$ cat src/rtl/crc_pkg.sv
// Shared types, named generator polynomials and bit-reversal helper for the CRC stream engine.
package crc_pkg;

  localparam int unsigned MAX_W = 64;

  typedef enum logic [1:0] {
    IDLE,
    RUN,
    DONE
  } state_t;

  localparam logic [4:0]  CRC5_USB    = 5'h05;
  localparam logic [7:0]  CRC8        = 8'h07;
  localparam logic [15:0] CRC16_CCITT = 16'h1021;
  localparam logic [31:0] CRC32       = 32'h04C11DB7;

  // Reverses the low w bits of x; bits at and above w come back as zero.
  function automatic logic [MAX_W-1:0] bit_reverse(input logic [MAX_W-1:0] x,
                                                   input int unsigned w);
    logic [MAX_W-1:0] r;
    r = '0;
    for (int unsigned i = 0; i < MAX_W; i++) begin
      if (i < w) r[i] = x[w-1-i];
    end
    return r;
  endfunction

endpackage

$ cat src/rtl/crc_step.sv
// Combinational next-CRC for one DATA_W-bit word, Galois form, data MSB processed first.
module crc_step #(
  parameter int unsigned          DATA_W = 4,
  parameter int unsigned          CRC_W  = 5,
  parameter logic [CRC_W-1:0]     POLY   = CRC_W'(5'h05)
) (
  input  logic [CRC_W-1:0]  crc,
  input  logic [DATA_W-1:0] data,
  output logic [CRC_W-1:0]  crc_next
);

  always_comb begin
    logic [CRC_W-1:0] c;
    logic             fb;
    c  = crc;
    fb = 1'b0;
    for (int i = DATA_W - 1; i >= 0; i--) begin
      fb = c[CRC_W-1] ^ data[i];
      c  = {c[CRC_W-2:0], 1'b0} ^ (fb ? POLY : '0);
    end
    crc_next = c;
  end

endmodule

$ cat src/rtl/crc_stream.sv
// Streaming CRC engine with framed valid/ready input and registered result handshake.
// Build option: define CRC_REFLECT_EN for LSB-first input and bit-reversed CRC output.
module crc_stream
  import crc_pkg::*;
#(
  parameter int unsigned      DATA_W  = 4,
  parameter int unsigned      CRC_W   = 5,
  parameter logic [CRC_W-1:0] POLY    = CRC_W'(CRC5_USB),
  parameter logic [CRC_W-1:0] INIT    = '0,
  parameter logic [CRC_W-1:0] XOR_OUT = '0,
  parameter int unsigned      CNT_W   = 16
) (
  input  logic              clk,
  input  logic              reset,
  input  logic              abort,
  input  logic              in_valid,
  output logic              in_ready,
  input  logic [DATA_W-1:0] data_in,
  input  logic              in_last,
  output logic              out_valid,
  input  logic              out_ready,
  output logic [CRC_W-1:0]  crc_out,
  output logic [CNT_W-1:0]  word_cnt
);

  state_t              state, state_next;
  logic [CRC_W-1:0]    crc_reg, crc_reg_next;
  logic [CNT_W-1:0]    cnt, cnt_next, cnt_inc;
  logic [CRC_W-1:0]    crc_out_next;
  logic [CNT_W-1:0]    word_cnt_next;
  logic                out_valid_next, in_ready_next;
  logic                accept;
  logic [CRC_W-1:0]    step_in, step_out;
  logic [DATA_W-1:0]   step_data;

  function automatic logic [CRC_W-1:0] fmt_out(input logic [CRC_W-1:0] c);
`ifdef CRC_REFLECT_EN
    return CRC_W'(bit_reverse(MAX_W'(c), CRC_W)) ^ XOR_OUT;
`else
    return c ^ XOR_OUT;
`endif
  endfunction

`ifdef CRC_REFLECT_EN
  assign step_data = DATA_W'(bit_reverse(MAX_W'(data_in), DATA_W));
`else
  assign step_data = data_in;
`endif

  // A new frame always starts from INIT, whatever crc_reg still holds.
  assign step_in = (state == IDLE) ? INIT : crc_reg;
  assign accept  = in_valid && in_ready;
  assign cnt_inc = (&cnt) ? cnt : cnt + CNT_W'(1);

  crc_step #(
    .DATA_W (DATA_W),
    .CRC_W  (CRC_W),
    .POLY   (POLY)
  ) u_step (
    .crc      (step_in),
    .data     (step_data),
    .crc_next (step_out)
  );

  always_ff @(posedge clk or negedge reset) begin
    if (!reset) state <= IDLE;
    else        state <= state_next;
  end

  always_comb begin
    state_next     = state;
    crc_reg_next   = crc_reg;
    cnt_next       = cnt;
    crc_out_next   = crc_out;
    word_cnt_next  = word_cnt;
    out_valid_next = 1'b0;
    in_ready_next  = 1'b1;

    case (state)
      IDLE: begin
        if (accept) begin
          crc_reg_next = step_out;
          cnt_next     = CNT_W'(1);
          state_next   = in_last ? DONE : RUN;
        end
      end
      RUN: begin
        if (accept) begin
          crc_reg_next = step_out;
          cnt_next     = cnt_inc;
          if (in_last) state_next = DONE;
        end
      end
      DONE: begin
        if (out_ready) begin
          state_next   = IDLE;
          crc_reg_next = INIT;
          cnt_next     = '0;
        end
      end
      default: begin
        state_next   = IDLE;
        crc_reg_next = INIT;
        cnt_next     = '0;
      end
    endcase

    // Result is captured once, on the last word, so it stays put under backpressure.
    if (state != DONE && state_next == DONE) begin
      crc_out_next  = fmt_out(step_out);
      word_cnt_next = cnt_next;
    end

    if (abort) begin
      state_next    = IDLE;
      crc_reg_next  = INIT;
      cnt_next      = '0;
      crc_out_next  = crc_out;
      word_cnt_next = word_cnt;
    end

    out_valid_next = (state_next == DONE);
    in_ready_next  = (state_next != DONE);
  end

  always_ff @(posedge clk or negedge reset) begin
    if (!reset) begin
      crc_reg   <= INIT;
      cnt       <= '0;
      crc_out   <= fmt_out(INIT);
      word_cnt  <= '0;
      out_valid <= 1'b0;
      in_ready  <= 1'b1;
    end else begin
      crc_reg   <= crc_reg_next;
      cnt       <= cnt_next;
      crc_out   <= crc_out_next;
      word_cnt  <= word_cnt_next;
      out_valid <= out_valid_next;
      in_ready  <= in_ready_next;
    end
  end

endmodule

$ cat config.mk
export PLATFORM = sky130hd
export DESIGN_NAME = crc_stream
export DESIGN_NICKNAME = d
export VERILOG_FILES = /design/src/rtl/crc_pkg.sv /design/src/rtl/crc_step.sv /design/src/rtl/crc_stream.sv
export SDC_FILE = /design/constraint.sdc
export NUM_CORES = 1
export LEC_CHECK = 0
export ABC_CLOCK_PERIOD_IN_PS = 5800
export CAP_MARGIN = 20
export CORE_MARGIN = 3
export CORE_UTILIZATION = 30
export CTS_CLUSTER_DIAMETER = 100
export DETAILED_ROUTE_END_ITERATION = 16
export GPL_ROUTABILITY_DRIVEN = 0
export PLACE_DENSITY = 0.47
export RECOVER_POWER = 25
export SKIP_LAST_GASP = 1
export SLEW_MARGIN = 10
export SYNTH_ARGS = -nofsm -noshare
export SYNTH_HDL_FRONTEND = slang
export SYNTH_SLANG_ARGS = --single-unit
$ cat constraint.sdc
create_clock -name clk -period 5.8 [get_ports clk]
set_clock_uncertainty 0.1 [all_clocks]
set_input_delay 1.16 -clock clk [delete_from_list [all_inputs] [get_ports clk]]
set_output_delay 1.16 -clock clk [all_outputs]
set_load 0.05 [all_outputs]
==> run summary, run 1 <==
Top FF cell, synth = dfrtp_1
crit share post-route = 0.5879
Syn-to-layout area delta = 20.03%
vias in the first global route = 2,074
Max Slew Vio Count = 35
critical-path maximum fanout = 20
detailed-route wire length = 6249 um
FF/Latch Area = 1152 um^2
hold buffers post-CTS = 0
HP Start = crc_out[0]
ant diodes = 0
Worst path slowest cell = clkdlybuf4s50_1
Top Family by Delay on Critical Path = simple AND/OR/NAND/NOR gates
cell area after layout = 2999 um^2
Critical Path Stages = 7
DR vias/cell = 5.164
H-tree Lvls = 2
post-CTS sizing = 0
Min-Delay Endpoint = crc_out[0]
r2r setup slk = 3.19 ns
Global Route Usage Sum = 0.1373
die height = 97.26 um
first-pass GRT wire length = 10,710 um
Sink Count = 46
pwr dens = 250.5 nW/um^2
final setup violation count = 0
CTS tree = built
fillers = 829
Hold Crit Depth = 2
failing checks = capacitance limit, slew limit
max frequency = 293.3 MHz
antenna-violating nets left = 0
cells on worst reg2reg path = 6
RSZ-0062 raised after global routing = no
TritonCTS Buffers = 5
Via Count = 2,107
Hold Fails Final Rpt = 0
die width = 97.26 um
drt initial violations = 95
# rows = 32
Yosys warning count = 0
most common cell after layout, fill and taps aside = dfrtp_1
# IOs = 33
crit-path max cell delay = 0.47 ns
synthesized cell area = 2499 um^2
EDFF count, synth = 0
placed wire-length estimate = 4393 um
largest net degree at the start of global routing = 47
Root Buffer = clkbuf_8
Seq cells post-synth = 46
Core ar. = 7888 um^2
Worst slew margin = -0.2680
Max Cap Viol = 1
crit path DAT = 3.55 ns
post-CTS setup repair buffer count = 0
Final nets = 316
worst setup path class = input port to flop
Initial Util = 0.3168
Critical Path Source Type = input port
# DRC = 0
worst reg2reg startpoint = in_ready
synth unique cells = 45
commonest cells after routing, fill and taps aside = dfrtp_1, nand2_1, clkdlybuf4s50_1
worst skew pair latency = 0.29 ns
biggest registers after layout = cnt x16, word_cnt x16
data required time of the worst path = 5.94 ns
worst-case clock buffer depth = 2
leakage power = 1.121 nW
GRT overflow = 0
clk slew on worst S/H paths = 0.08 ns
Synth Net Count = 292
Worst-Margin Slew = 1.902 ns
min-delay worst type = flop to flop
ys async rst share = 1.000
Port Buf Inserts = 32
die area = 9460 um^2
peak supply drop = 0.00008847 V
multi-input logic area = 1242 um^2
Seq/Total Area, Yosys = 0.4612
Routed wire per std cell = 15.32 um
RR Endpoint = word_cnt[2]
cell count after synthesis = 281
Post-Place Cell Area = 2887 um^2
Initial DRT Pass Iterations = 4
critical-path cell list = clkdlybuf4s50_1 > nand2_1 > nor3_1 > nand2_1 > buf_4 > a2111oi_1 > a21o_1
Buffers & Inverters on Critical Path = 2
setup TNS = 0 ns
Final min period = 3.410 ns
initial antenna violation count = 0
crit path capture type = flop
syn_area_per_cell = 8.892 um^2
fraction of layout cells with a size suffix above 1 = 0.06536
outcome = finished, violations left
Top cell by count, worst path = nand2_1
## cell families after synthesis
kind of cell,count (synthesis),synth area share
compound gates,73,0.1868
buf+inv,26,0.04156
simple gates,112,0.2208
mux,4,0.01803
fa+ha+maj,1,0.005007
flops,46,0.4612
xor+xnor,19,0.06660
## routing by layer
layer / global-route usage / vias up / share of wire
met5: 0 / - / 0
met2: 0.2134 / 43 / 0.45
li1: - / 1071 / -
met3: 0.02656 / 5 / 0.033
met1: 0.1950 / 988 / 0.50
met4: 0.03834 / 0 / 0.010
## worst max-delay path by stage
stage / endpoint / start / slack [ns]
floorplan: crc_out[2] / in_valid / 3.18
global placement: word_cnt[2] / in_valid / 2.11
detailed placement: word_cnt[2] / in_valid / 2.04
CTS: word_cnt[2] / in_valid / 2.37
global route: word_cnt[2] / in_valid / 2.07
finish: word_cnt[2] / in_valid / 2.39
## synth_stat cells, drive strengths merged, types with 2 or more instances
cell type / n / share of area
nand2: 41 / 0.062
or2: 2 / 0.0050
or3: 5 / 0.013
a2111oi: 2 / 0.0075
a22o: 3 / 0.011
dfrtp: 45 / 0.45
a21oi: 13 / 0.026
nand3b: 2 / 0.0060
xnor2: 14 / 0.049
inv: 7 / 0.011
nor4: 5 / 0.013
o21ai: 24 / 0.048
xor2: 5 / 0.018
nor3b: 2 / 0.0060
nor2: 14 / 0.021
nand3: 7 / 0.014
or4: 3 / 0.0090
a21o: 4 / 0.012
nand4: 8 / 0.020
mux2: 4 / 0.018
o41ai: 3 / 0.011
clkbuf: 14 / 0.021
a31oi: 5 / 0.013
buf: 5 / 0.010
and2: 2 / 0.0050
o31ai: 4 / 0.012
nor3: 13 / 0.026
and3: 3 / 0.0095
a311oi: 3 / 0.011
o22ai: 4 / 0.010
nand2b: 4 / 0.010
## where the power goes
| part | leakage [nW] | internal, mW | switching (mW) |
|---|---|---|---|
| Combinational | 0.445 | 0.0560 | 0.107 |
| Sequential | 0.619 | 0.341 | 0.0183 |
| Clock | 0.0575 | 0.121 | 0.109 |
| Total | 1.12 | 0.517 | 0.234 |
## area by class of cell
| class | count | area share |
|---|---|---|
| clock buffers | 8 | 0.03671 |
| multi-input cells | 209 | 0.4143 |
| flip-flops and latches | 46 | 0.3842 |
| well taps | 102 | 0.04255 |
| repair buffers | 36 | 0.1135 |
| inverters | 7 | 0.008761 |
## per-stage QoR
| stage | hold WS [ns] | std cells | utilization | power [mW] | setup slack [ns] |
|---|---|---|---|---|---|
| 5_1_grt | 0.3975 | 408 | 0.3802 | 0.7893 | 2.074 |
| 6_report | 0.3761 | 408 | 0.3802 | 0.7514 | 2.390 |
| 3_3_place_gp | 0.3656 | 399 | 0.3660 | 0.5315 | 2.111 |
| 2_1_floorplan | 0.3641 | 281 | - | 0.4697 | 3.180 |
| 3_5_place_dp | 0.3636 | 399 | 0.3660 | 0.5312 | 2.041 |
| 4_1_cts | 0.3843 | 407 | 0.3799 | 0.7628 | 2.369 |
## worst min-delay path: stages (launching register included)
cell and delay [ns]:
dfrtp_1 0.35, nand2_1 0.05, nand2_1 0.05
No activity file was read; power rests on OpenSTA's default activity.
==> run 2, diff against run 1 <==
--- a/config.mk
+++ b/config.mk
@@ -5,14 +5,14 @@
 export SDC_FILE = /design/constraint.sdc
 export NUM_CORES = 1
 export LEC_CHECK = 0
-export ABC_CLOCK_PERIOD_IN_PS = 5800
+export ABC_CLOCK_PERIOD_IN_PS = 2800
 export CAP_MARGIN = 20
 export CORE_MARGIN = 3
 export CORE_UTILIZATION = 30
 export CTS_CLUSTER_DIAMETER = 100
 export DETAILED_ROUTE_END_ITERATION = 16
 export GPL_ROUTABILITY_DRIVEN = 0
-export PLACE_DENSITY = 0.47
+export PLACE_DENSITY = 0.48
 export RECOVER_POWER = 25
 export SKIP_LAST_GASP = 1
 export SLEW_MARGIN = 10
==> constraint.sdc (replaced) <==
create_clock -name clk -period 2.8 [get_ports clk]
set_clock_uncertainty 0.1 [all_clocks]
set_input_delay 0.56 -clock clk [delete_from_list [all_inputs] [get_ports clk]]
set_output_delay 0.56 -clock clk [all_outputs]
set_load 0.05 [all_outputs]
==> run 2 against run 1 <==
Effect of this change:
- the flow now finishes without violations
- sequential share of layout area decreased by 0.85 points
- critical path depth is the same
- clock power grew 88%
- non-clock buffer count rose by 11
- die area stayed put
- count of clock-buffer cells in the layout decreased by 2
- sequential power rose by 110%
- routed wire length increased by 4.2%
- largest cell class unchanged
- largest power group unchanged
- highest routed layer unchanged
==> run summary, run 2 (synthesis results as in run 1) <==
vias in the first global route = 2,124 (+2.4%)
peak supply drop = 0.0002180 V (+150%)
clk slew on worst S/H paths = 0.09 ns (about the same)
Root Buffer = clkbuf_8
RSZ-0062 raised after global routing = no
worst reg2reg startpoint = cnt[1]
worst skew pair latency = 0.31 ns (+0.02 ns)
Combinational Power Share = 0.236 (+0.019)
fin cells = 419 (+2.7%)
antenna-violating nets left = 0 (unchanged)
crit path DAT = 2.53 ns (-1.02 ns)
dpl ws = 0.1893 ns (-1.852 ns)
die width = 97.26 um (unchanged)
Critical Path Source Type = flop
Global Route Usage Sum = 0.1416 (+0.004289)
Max Cap Viol = 0 (-1)
biggest registers after layout = cnt x16, word_cnt x16
detailed-route wire length = 6511 um (+4.2%)
pwr dens = 500.7 nW/um^2 (+100%)
outcome = finished clean
ant diodes = 0 (unchanged)
most common cell after layout, fill and taps aside = dfrtp_1
post-CTS sizing = 0 (unchanged)
Worst slew margin = 0.2039 (+0.4720)
Initial Util = 0.3168 (unchanged)
Max Slew Vio Count = 0 (-100%)
r2r setup slk = 0.40 ns (-2.79 ns)
Final WS setup = 0.4010 ns (-1.989 ns)
sw frac = 0.3262 (+0.01436)
Final nets = 327 (+3.5%)
# IOs = 33 (unchanged)
critical-path maximum fanout = 6 (-70%)
Syn-to-layout area delta = 22.73%
# DRC = 0 (unchanged)
crit path capture type = flop
RR Endpoint = word_cnt[1]
Initial DRT Pass Iterations = 4 (unchanged)
H-tree Lvls = 2 (unchanged)
die height = 97.26 um (unchanged)
data required time of the worst path = 2.93 ns (-3.01 ns)
CP startpoint = cnt[1]
Sink Count = 46 (unchanged)
Final min period = 2.399 ns
cell area after layout = 3067 um^2 (+2.3%)
fraction of layout cells with a size suffix above 1 = 0.09779 (+0.03243)
initial antenna violation count = 0 (unchanged)
Routed wire per std cell = 15.54 um (+1.5%)
max frequency = 416.8 MHz
CP endpoint = word_cnt[1]
min-delay worst type = input port to asynchronous set/reset pin
setup TNS = 0 ns (unchanged)
Port Buf Inserts = 32 (unchanged)
net switching power = 500.9 uW (+110%)
Flop pwr share = 0.482 (+0.004)
TritonCTS Buffers = 5 (unchanged)
die area = 9460 um^2 (unchanged)
worst-case clock buffer depth = 2 (unchanged)
drt initial violations = 87 (-8.4%)
# rows = 32 (unchanged)
final setup violation count = 0 (unchanged)
largest net degree at the start of global routing = 33 (-30%)
Post-Place Cell Area = 2977 um^2 (+3.1%)
Internal = 1.035 mW (+100%)
Via Count = 2,166 (+2.8%)
Hold Fails Final Rpt = 0 (unchanged)
leakage power = 1.165 nW (+3.9%)
commonest cells after routing, fill and taps aside = dfrtp_1, nand2_1, clkdlybuf4s50_1
post-CTS setup repair buffer count = 0 (unchanged)
worst setup path class = flop to flop
CTS tree = built
DP Cell Count = 411 (+3.0%)
crit share post-route = 0.8568
placed wire-length estimate = 4719 um (+7.4%)
GRT overflow = 0 (unchanged)
Core ar. = 7888 um^2 (unchanged)
Worst-Margin Slew = 1.194 ns (-0.7080 ns)
cells on worst reg2reg path = 7 (+1)
hold buffers post-CTS = 0 (unchanged)
DR vias/cell = 5.169 (+0.10%)
first-pass GRT wire length = 10,990 um (+2.6%)
Clk pwr share = 0.282 (-0.024)
fillers = 821 (-0.97%)
## run 2: changes by cell type in the layout (fill, tap and decap cells not counted)
cell,change
clkinvlp_4,+1
clkbuf_8,-2
clkinv_2,+1
buf_4,+11
## run 2: area by class of cell
class | instances | area [um^2] | share of cell area
clock buffers | 6 | 82.58 | 0.02693
clock inverters | 2 | 12.51 | 0.004080
inverters | 7 | 26.28 | 0.008568
multi-input cells | 209 | 1242 | 0.4051
flip-flops and latches | 46 | 1152 | 0.3758
well taps | 102 | 127.6 | 0.04162
repair buffers | 47 | 422.9 | 0.1379
## run 2: worst min-delay path by stage
| stage | start | to | slack [ns] | cells past startpoint |
|---|---|---|---|---|
| after floorplan | reset | cnt[0] | 0.16 | 0 |
| after global placement | crc_out[0] | crc_out[0] | 0.36 | 2 |
| after detailed placement | crc_out[0] | crc_out[0] | 0.37 | 2 |
| after CTS | reset | word_cnt[5] | 0.12 | 1 |
| after global routing | crc_out[0] | crc_out[0] | 0.41 | 2 |
| final | reset | word_cnt[5] | 0.37 | 1 |
## run 2: per-layer routing
layer	global-route usage	up-vias	share of wire
met3	0.02800	6	0.041
met2	0.2272	38	0.45
met4	0.03514	0	0.0095
li1	-	1083	-
met5	0	-	0
met1	0.1964	1039	0.50
## run 2: power groups by stage
stage               Sequential [mW]  Combinational (mW)  Clock, mW
global route                  0.747               0.389      0.479
CTS                           0.742               0.366      0.455
detailed placement            0.755               0.366          0
finish                        0.740               0.362      0.433
floorplan                     0.846               0.127          0
global placement              0.754               0.367          0
## run 2: critical path: stages (launching register included)
cell and delay, ns:
dfrtp_1 0.43, ha_1 0.24, nand3_1 0.15, or4_1 0.60, buf_4 0.19, nand2_1 0.10
mux2_2 0.35, o21ai_0 0.16
## run 2: per-stage QoR
step / total power, mW / hold slack, ns / util
after floorplan: 0.9730 / 0.1644 / -
after global routing: 1.615 / 0.4112 / 0.3888
after global placement: 1.121 / 0.3581 / 0.3774
after detailed placement: 1.121 / 0.3674 / 0.3774
after CTS: 1.564 / 0.1177 / 0.3894
final: 1.536 / 0.3742 / 0.3888
